`src/rtl/word_result_buffer.sv`:
```
// Result buffer behind the 8-bit word-arithmetic stage: a small first-word-fall-through FIFO
// between two valid/ready interfaces, plus running count/sum/max statistics over accepted words.
module word_result_buffer #(
    parameter int DEPTH = 4,
    parameter int SUM_W = 16,
    parameter int CNT_W = 16
) (
    input  logic                       clk,
    input  logic                       rst,
    input  logic                       in_valid,
    input  logic [7:0]                 in_data,
    output logic                       in_ready,
    output logic                       out_valid,
    output logic [7:0]                 out_data,
    input  logic                       out_ready,
    input  logic                       clear,
    output logic [CNT_W-1:0]           stat_count,
    output logic [SUM_W-1:0]           stat_sum,
    output logic [7:0]                 stat_max,
    output logic [$clog2(DEPTH):0]     level
);

    localparam int AW = (DEPTH > 1) ? $clog2(DEPTH) : 1;
    localparam int LW = $clog2(DEPTH) + 1;

    typedef enum logic [1:0] {
        S_EMPTY   = 2'd0,
        S_PARTIAL = 2'd1,
        S_FULL    = 2'd2
    } state_e;

    logic [7:0]       mem_q [DEPTH];
    logic [AW-1:0]    wr_ptr_q;
    logic [AW-1:0]    rd_ptr_q;
    logic [LW-1:0]    level_q;
    logic [LW-1:0]    level_d;
    state_e           state_q;

    logic [CNT_W-1:0] count_q;
    logic [CNT_W-1:0] count_d;
    logic [SUM_W-1:0] sum_q;
    logic [SUM_W-1:0] sum_d;
    logic [7:0]       max_q;
    logic [7:0]       max_d;

    logic             push;
    logic             pop;

    // A full FIFO still accepts when the consumer frees the head slot on the same edge.
    assign in_ready  = (level_q < LW'(DEPTH)) || out_ready;
    assign out_valid = (state_q != S_EMPTY);
    assign out_data  = mem_q[rd_ptr_q];
    assign level     = level_q;

    assign push = in_valid && in_ready;
    assign pop  = out_valid && out_ready;

    always_ff @(posedge clk) begin
        if (push) begin
            mem_q[wr_ptr_q] <= in_data;
        end
    end

    always_comb begin
        level_d = level_q;
        if (push && !pop) begin
            level_d = level_q + LW'(1);
        end else if (pop && !push) begin
            level_d = level_q - LW'(1);
        end
    end

    always_ff @(posedge clk or negedge rst) begin
        if (!rst) begin
            wr_ptr_q <= '0;
            rd_ptr_q <= '0;
            level_q  <= '0;
        end else begin
            if (push) begin
                wr_ptr_q <= wr_ptr_q + AW'(1);
            end
            if (pop) begin
                rd_ptr_q <= rd_ptr_q + AW'(1);
            end
            level_q <= level_d;
        end
    end

    // Occupancy class; push+pop together never changes it, and in EMPTY pop cannot fire.
    always_ff @(posedge clk or negedge rst) begin
        if (!rst) begin
            state_q <= S_EMPTY;
        end else begin
            case (state_q)
                S_EMPTY: begin
                    if (push) begin
                        state_q <= (DEPTH == 1) ? S_FULL : S_PARTIAL;
                    end
                end
                S_PARTIAL: begin
                    if (push && !pop && level_q == LW'(DEPTH - 1)) begin
                        state_q <= S_FULL;
                    end else if (pop && !push && level_q == LW'(1)) begin
                        state_q <= S_EMPTY;
                    end
                end
                S_FULL: begin
                    if (pop && !push) begin
                        state_q <= (DEPTH == 1) ? S_EMPTY : S_PARTIAL;
                    end
                end
                default: state_q <= S_EMPTY;
            endcase
        end
    end

    always_comb begin
        count_d = count_q;
        sum_d   = sum_q;
        max_d   = max_q;
        if (clear) begin
            count_d = '0;
            sum_d   = '0;
            max_d   = '0;
        end else if (push) begin
            if (count_q != {CNT_W{1'b1}}) begin
                count_d = count_q + CNT_W'(1);
            end
            sum_d = sum_q + SUM_W'(in_data);
            if (in_data > max_q) begin
                max_d = in_data;
            end
        end
    end

    always_ff @(posedge clk or negedge rst) begin
        if (!rst) begin
            count_q <= '0;
            sum_q   <= '0;
            max_q   <= '0;
        end else begin
            count_q <= count_d;
            sum_q   <= sum_d;
            max_q   <= max_d;
        end
    end

    assign stat_count = count_q;
    assign stat_sum   = sum_q;
    assign stat_max   = max_q;

endmodule
```
`config.mk`:
```
export PLATFORM = sky130hd
export DESIGN_NAME = word_result_buffer
export DESIGN_NICKNAME = d
export VERILOG_FILES = /design/src/rtl/word_result_buffer.sv
export SDC_FILE = /design/constraint.sdc
export NUM_CORES = 1
export LEC_CHECK = 0
export BUFFER_PORTS_ARGS = -buffer_cell sky130_fd_sc_hd__clkbuf_2
export CAP_MARGIN = 5
export CORE_UTILIZATION = 57
export CTS_CLUSTER_SIZE = 30
export DETAILED_ROUTE_END_ITERATION = 16
export GPL_TIMING_DRIVEN = 0
export PLACE_DENSITY = 0.84
export SYNTH_ARGS = -nofsm -noshare
export SYNTH_HDL_FRONTEND = slang
export SYNTH_SLANG_ARGS = --single-unit
```
`constraint.sdc`:
```
create_clock -name clk -period 2.61 [get_ports clk]
set_input_delay 0.3915 -clock clk [delete_from_list [all_inputs] [get_ports clk]]
set_output_delay 0.3915 -clock clk [all_outputs]
set_load 0.005 [all_outputs]
```
# Word-level counts from Yosys, hierarchy flattened
# Memory sizes are Yosys's and may differ from the RTL's.
# Cells that the tools add are included.
[word_totals]
reg_bits = 49
ram_bits = 32
input_bits = 13
output_inout_bits = 53
wordCells = 59
mem_count = 1
[memory_table]
columns = ["name", "depth", "width", "rd", "rd_clocked_by_memory_dff", "write_ports", "line", "rtl"]
rows = [
  ["mem_q", 4, 8, 1, 0, 1, "32", "logic [7:0] mem_q [DEPTH];"],
]
[op_classes]
add_sub_neg = 6
n_lt_le_gt_ge = 2
eq_ne = 8
muxes = 17
reduce_logical = 18
[ops]
columns = ["cell", "n"]
rows = [
  ["$mux 16", 5],
  ["$mux 8", 3],
  ["$add 16x1->16 const B", 1],
  ["$add 16x8->16", 1],
  ["$ne 16x16->1 const B", 1],
  ["$reduce_bool 2->1", 5],
  ["$gt 8x8->1", 1],
  ["$mux 2", 4],
  ["$logic_and 1x1->1", 6],
  ["$mux 3", 2],
  ["$pmux 2 s3", 1],
  ["$add 2x1->2 const B", 2],
  ["$ne 2x2->1 const B", 2],
  ["$reduce_and 2->1", 2],
  ["$add 3x1->3 const B", 1],
  ["$eq 3x1->1 const B", 1],
  ["$eq 3x2->1 const B", 1],
  ["$lt 3x3->1 const B", 1],
  ["$ne 3x3->1 const B", 1],
  ["$reduce_and 3->1", 1],
  ["$sub 3x1->3 const B", 1],
  ["$eq 2x1->1 const B", 1],
  ["$eq 2x2->1 const B", 1],
  ["$logic_not 1->1", 2],
  ["3 further kinds", 4],
]

# Logic depth before layout (Yosys ltp)
[logic_depth]
word_depth = 9
mapped_depth = 9
ltp_nobuf = 8

# Least setup slack after synthesis
# OpenSTA, ideal clock, no wires.
[synth_timing]
kind = "input port to flip-flop"
from = "in in_data[0]"
to = "reg sum_q[12], in the netlist stat_sum[12]"
setup_time_ns = 0.125
t_arrival_ns = 2.092
path_slack_ns = 0.393
path_stages = 8
cell_sequence = "ha_1 -> inv_1 -> fa_1 -> nand2b_1 -> a21oi_1 -> nor3b_1 -> nor4_1 -> mux2_2"
[synth_via]
elab_chain_len = 3
[synth_lines]
columns = ["element", "line", "rtl"]
rows = [
  ["from (decl)", "11", "input logic [7:0] in_data,"],
  ["$add 16x8->16", "129", "sum_d = sum_q + SUM_W'(in_data);"],
  ["$mux 16", "125", "end else if (push) begin"],
  ["$mux 16", "121", "if (clear) begin"],
  ["to (signal assigned)", "143", "sum_q <= sum_d;"],
  ["to (decl)", "41", "logic [SUM_W-1:0] sum_q;"],
]
# Every way passes these cells. The select of a mux whose other input is x is not followed.
# A chain may end at the register's enable or synchronous reset.

# Worst setup path in the final report
[layout_timing]
from = "reg rd_ptr_q[0]"
to = "out out_data[5]"
[layout_via]
elab_chain_len = 1
[layout_lines]
columns = ["element", "line", "rtl"]
rows = [
  ["from (decl)", "34", "logic [AW-1:0] rd_ptr_q;"],
  ["from (signal assigned)", "83", "rd_ptr_q <= rd_ptr_q + AW'(1);"],
  ["$mem_v2 4x8", "-", ""],
  ["to (decl)", "14", "output logic [7:0] out_data,"],
]
# Every way passes these cells.

==> impl_metrics.csv <==
group,metric,value,unit
global_route,first_global_vias,3031,
timing,fin_skew,0.00972,ns
timing,hold_slack,0.341,ns
logic_synthesis,syn_nets,427,
layout,layout-area-overhead-vs-synth,15.5,%
timing,hold_violations,0,
logic_synthesis,synthDistinctLibCells,49,
clock_network,post_cts_buffers,0,
drt,totalWireLength,9210,microns
pwr,power_switching,1270,uW
global_route,overflow,0,
clock_network,cts-root-buf,"clkbuf_8",
global_route,grt_max_degree,50,
drt,drc,0,
place,gp_congestion,0.855,
drt,drtAntennaViolNets,0,
place,pre_cts_ws,-0.0837,ns
logic_synthesis,yosysSeqAreaShare,51.0,%
floorplanning,die_y,88.8,microns
pwr,powerDensity,747,nW/um^2
min_path,holdCritPathClass,"in -> reg",
layout,layout_common_cells,"63 x clkbuf_2, 49 x dfrtp_1, 42 x nand2_1, 32 x edfxtp_1",
timing,min_period_over_period,91.1,%
drt,dr.first_iter.drc_count,213,
critical_path,worstPathRequired,2.22,ns
critical_path,ff2ff_path_depth,8,
critical_path,path_class,"reg -> out",
logic_synthesis,syn_avg_cell_area,11.1,sq um
logic_synthesis,yosysWarnings,0,
floorplanning,core,7250,sq um
layout,final_layout_size_suffix_gt1_share,21.4,%
pwr,power_leakage,0.00210,uW
min_path,hold_depth,1,
flow_run,maxCapViolCount,0,
critical_path,path_max_fanout,10,
timing,setup_viol_count_final,0,
clock_network,path_clk_slew,0.09,ns
global_route,grt_pass1_wl,14700,microns
run_status,run_status,"finished clean",
logic_synthesis,syn-cell-area,4290,sq um
logic_synthesis,synth_edf_count,32,
floorplanning,die_w,88.8,microns
pwr,power_frac_comb,31.8,%
pwr,p_int,2430,uW
timing,slew_violations,0,
layout,nets,504,
clock_network,clock_path_buffers,2,
place,hpwl,6480,microns
floorplanning,initial_core_util,59.2,%
drt,vias,3306,
drt,routedWlPerCell,16.2,microns
floorplanning,dieArea,7880,sq um
pwr,pwr-share-clk,23.4,%
pwr,ir_worst_vdd,0.319,mV
clock_network,cts_sinks,81,
pwr,power.total,3700,uW
drt,avgViaCountPerCell,5.83,
place,io_buffers,64,
clock_network,clk_latency,0.36,ns
place,placed_cells,549,
drt,dr.pass1.iters,4,
layout,layout_commonest_cell,"clkbuf_2",
timing,fmax,420,MHz
global_route,antenna_found_initial,0,
logic_synthesis,async_reset_ff_share,60.5,%
logic_synthesis,synth-main-ff-cell,"dfrtp_1",
layout,ff_latch_area,2190,sq um
timing,maxSlewHeadroom,48.1,%
global_route,grtUsageTotal,24.9,%
floorplanning,ios,66,
clock_network,cts_max_level,3,
pwr,seqPwrFrac,44.8,%
floorplanning,fp-row-count,31,
timing,rsz0062_at_grt,"false",
clock_network,cts_tree,"done",
critical_path,critPathCaptureType,"output pin",
timing,layout_min_cycle_time,2.38,ns
logic_synthesis,synth-seq-cells,81,
critical_path,cp_data_arrival_time,1.99,ns
critical_path,cp-start-kind,"register",
layout,num_antenna_cells,0,
timing,timing.final.ws_setup,0.231,ns
layout,multi_input_area,1920,sq um
logic_synthesis,synthCells,386,
layout,fill_cells,540,
timing,tightestPinTransition,0.778,ns
pwr,switching_share,34.3,%
layout,stdcell_count,567,
clock_network,cts_buffers,9,
## cell usage after synthesis, drive strengths merged (4+ instances only)
cell type	number	area, sq um
dfrtp	49	1230
nand2	42	158
edfxtp	32	961
a21oi	28	151
ha	27	338
inv	27	101
nor2	20	75.1
nand3	15	75.1
xnor2	14	123
o21ai	11	55.1
mux2i	10	100
clkbuf	9	53.8
mux4	8	180
a211oi	7	52.6
o31ai	7	52.6
and3	6	37.5
buf	6	32.5
o211ai	6	45.0
or4	6	45.0
nand2b	5	31.3
nor2b	4	25.0
nor4	4	31.3
## power by group through the flow
stage	clock network (uW)	registers (uW)	logic, uW
global route	936	1680	1320
detailed placement	0	1680	1170
CTS	879	1660	1180
finish	866	1660	1170
floorplan	0	1660	786
global placement	0	1660	1110
## path summary, 6_finish.rpt
check | startpoint | endpoint | slack [ns]
hold reg to reg | state_q[1] | state_q[1] | 0.55
min in group asynchronous | rst | stat_max[2] | 0.45
setup / recovery | rd_ptr_q[0] | out_data[5] | 0.23
hold / removal | in_data[5] | mem_q[0][5] | 0.34
max in group asynchronous | rst | stat_count[1] | 1.65
setup reg to reg | stat_sum[0] | stat_sum[12] | 0.25
## per-layer routing
metal  global-route usage [%]  vias to the layer above  share of wire [%]
met1                     33.4                     1611                 43
met2                     40.9                      113                 50
li1                         -                     1569                  -
met5                        0                        -                  0
met4                     7.77                        0                1.2
met3                     5.22                       13                5.5
## state kept, by name, summed over array words and instances (netlist names)
name,count
rd_ptr_q,2
wr_ptr_q,2
level,3
stat_max,8
stat_count,16
stat_sum,16
state_q,2
mem_q,32
## kinds of logic (layout without fill, tap and decap cells)
family,count (synthesis),after routing,synth area share [%]
simple gates,119,119,13.8
fa+ha+maj,28,28,8.34
flops,81,81,51.0
compound gates,79,79,12.0
xor+xnor,17,17,3.47
buf+inv,42,124,4.37
mux,20,20,7.06
## critical path, cell delays in order, from the launching register on
cell      delay [ns]
dfrtp_1         0.33
clkbuf_1        0.59
mux4_2          0.59
clkbuf_2        0.12
## cell type report
| cell class | instances | share of cell area [%] |
|---|---|---|
| flip-flops and latches | 81 | 44.2 |
| multi-input cells | 263 | 38.7 |
| repair buffers | 66 | 7.07 |
| clock buffers | 9 | 2.50 |
| well taps | 99 | 2.50 |
| inverters | 27 | 2.05 |
| plain buffers | 15 | 1.74 |
| clock inverters | 7 | 1.24 |
## metrics by stage
step	cell area (sq um)	util, %	TNS (ns)
after detailed placement	4730	65.3	-0.0966
after global placement	4730	65.3	-0.0376
after CTS	4920	67.8	0
final	4950	68.3	0
after floorplan	4290	-	0
after global routing	4950	68.3	0
## repair_timing
action / CTS / global route
gates resized for setup: 0 / 1
endpoints found under the hold margin: 0 / 12
endpoints found under the setup margin: 0 / 3
hold buffers: 0 / 1
No activity file was read; power rests on OpenSTA's default activity.
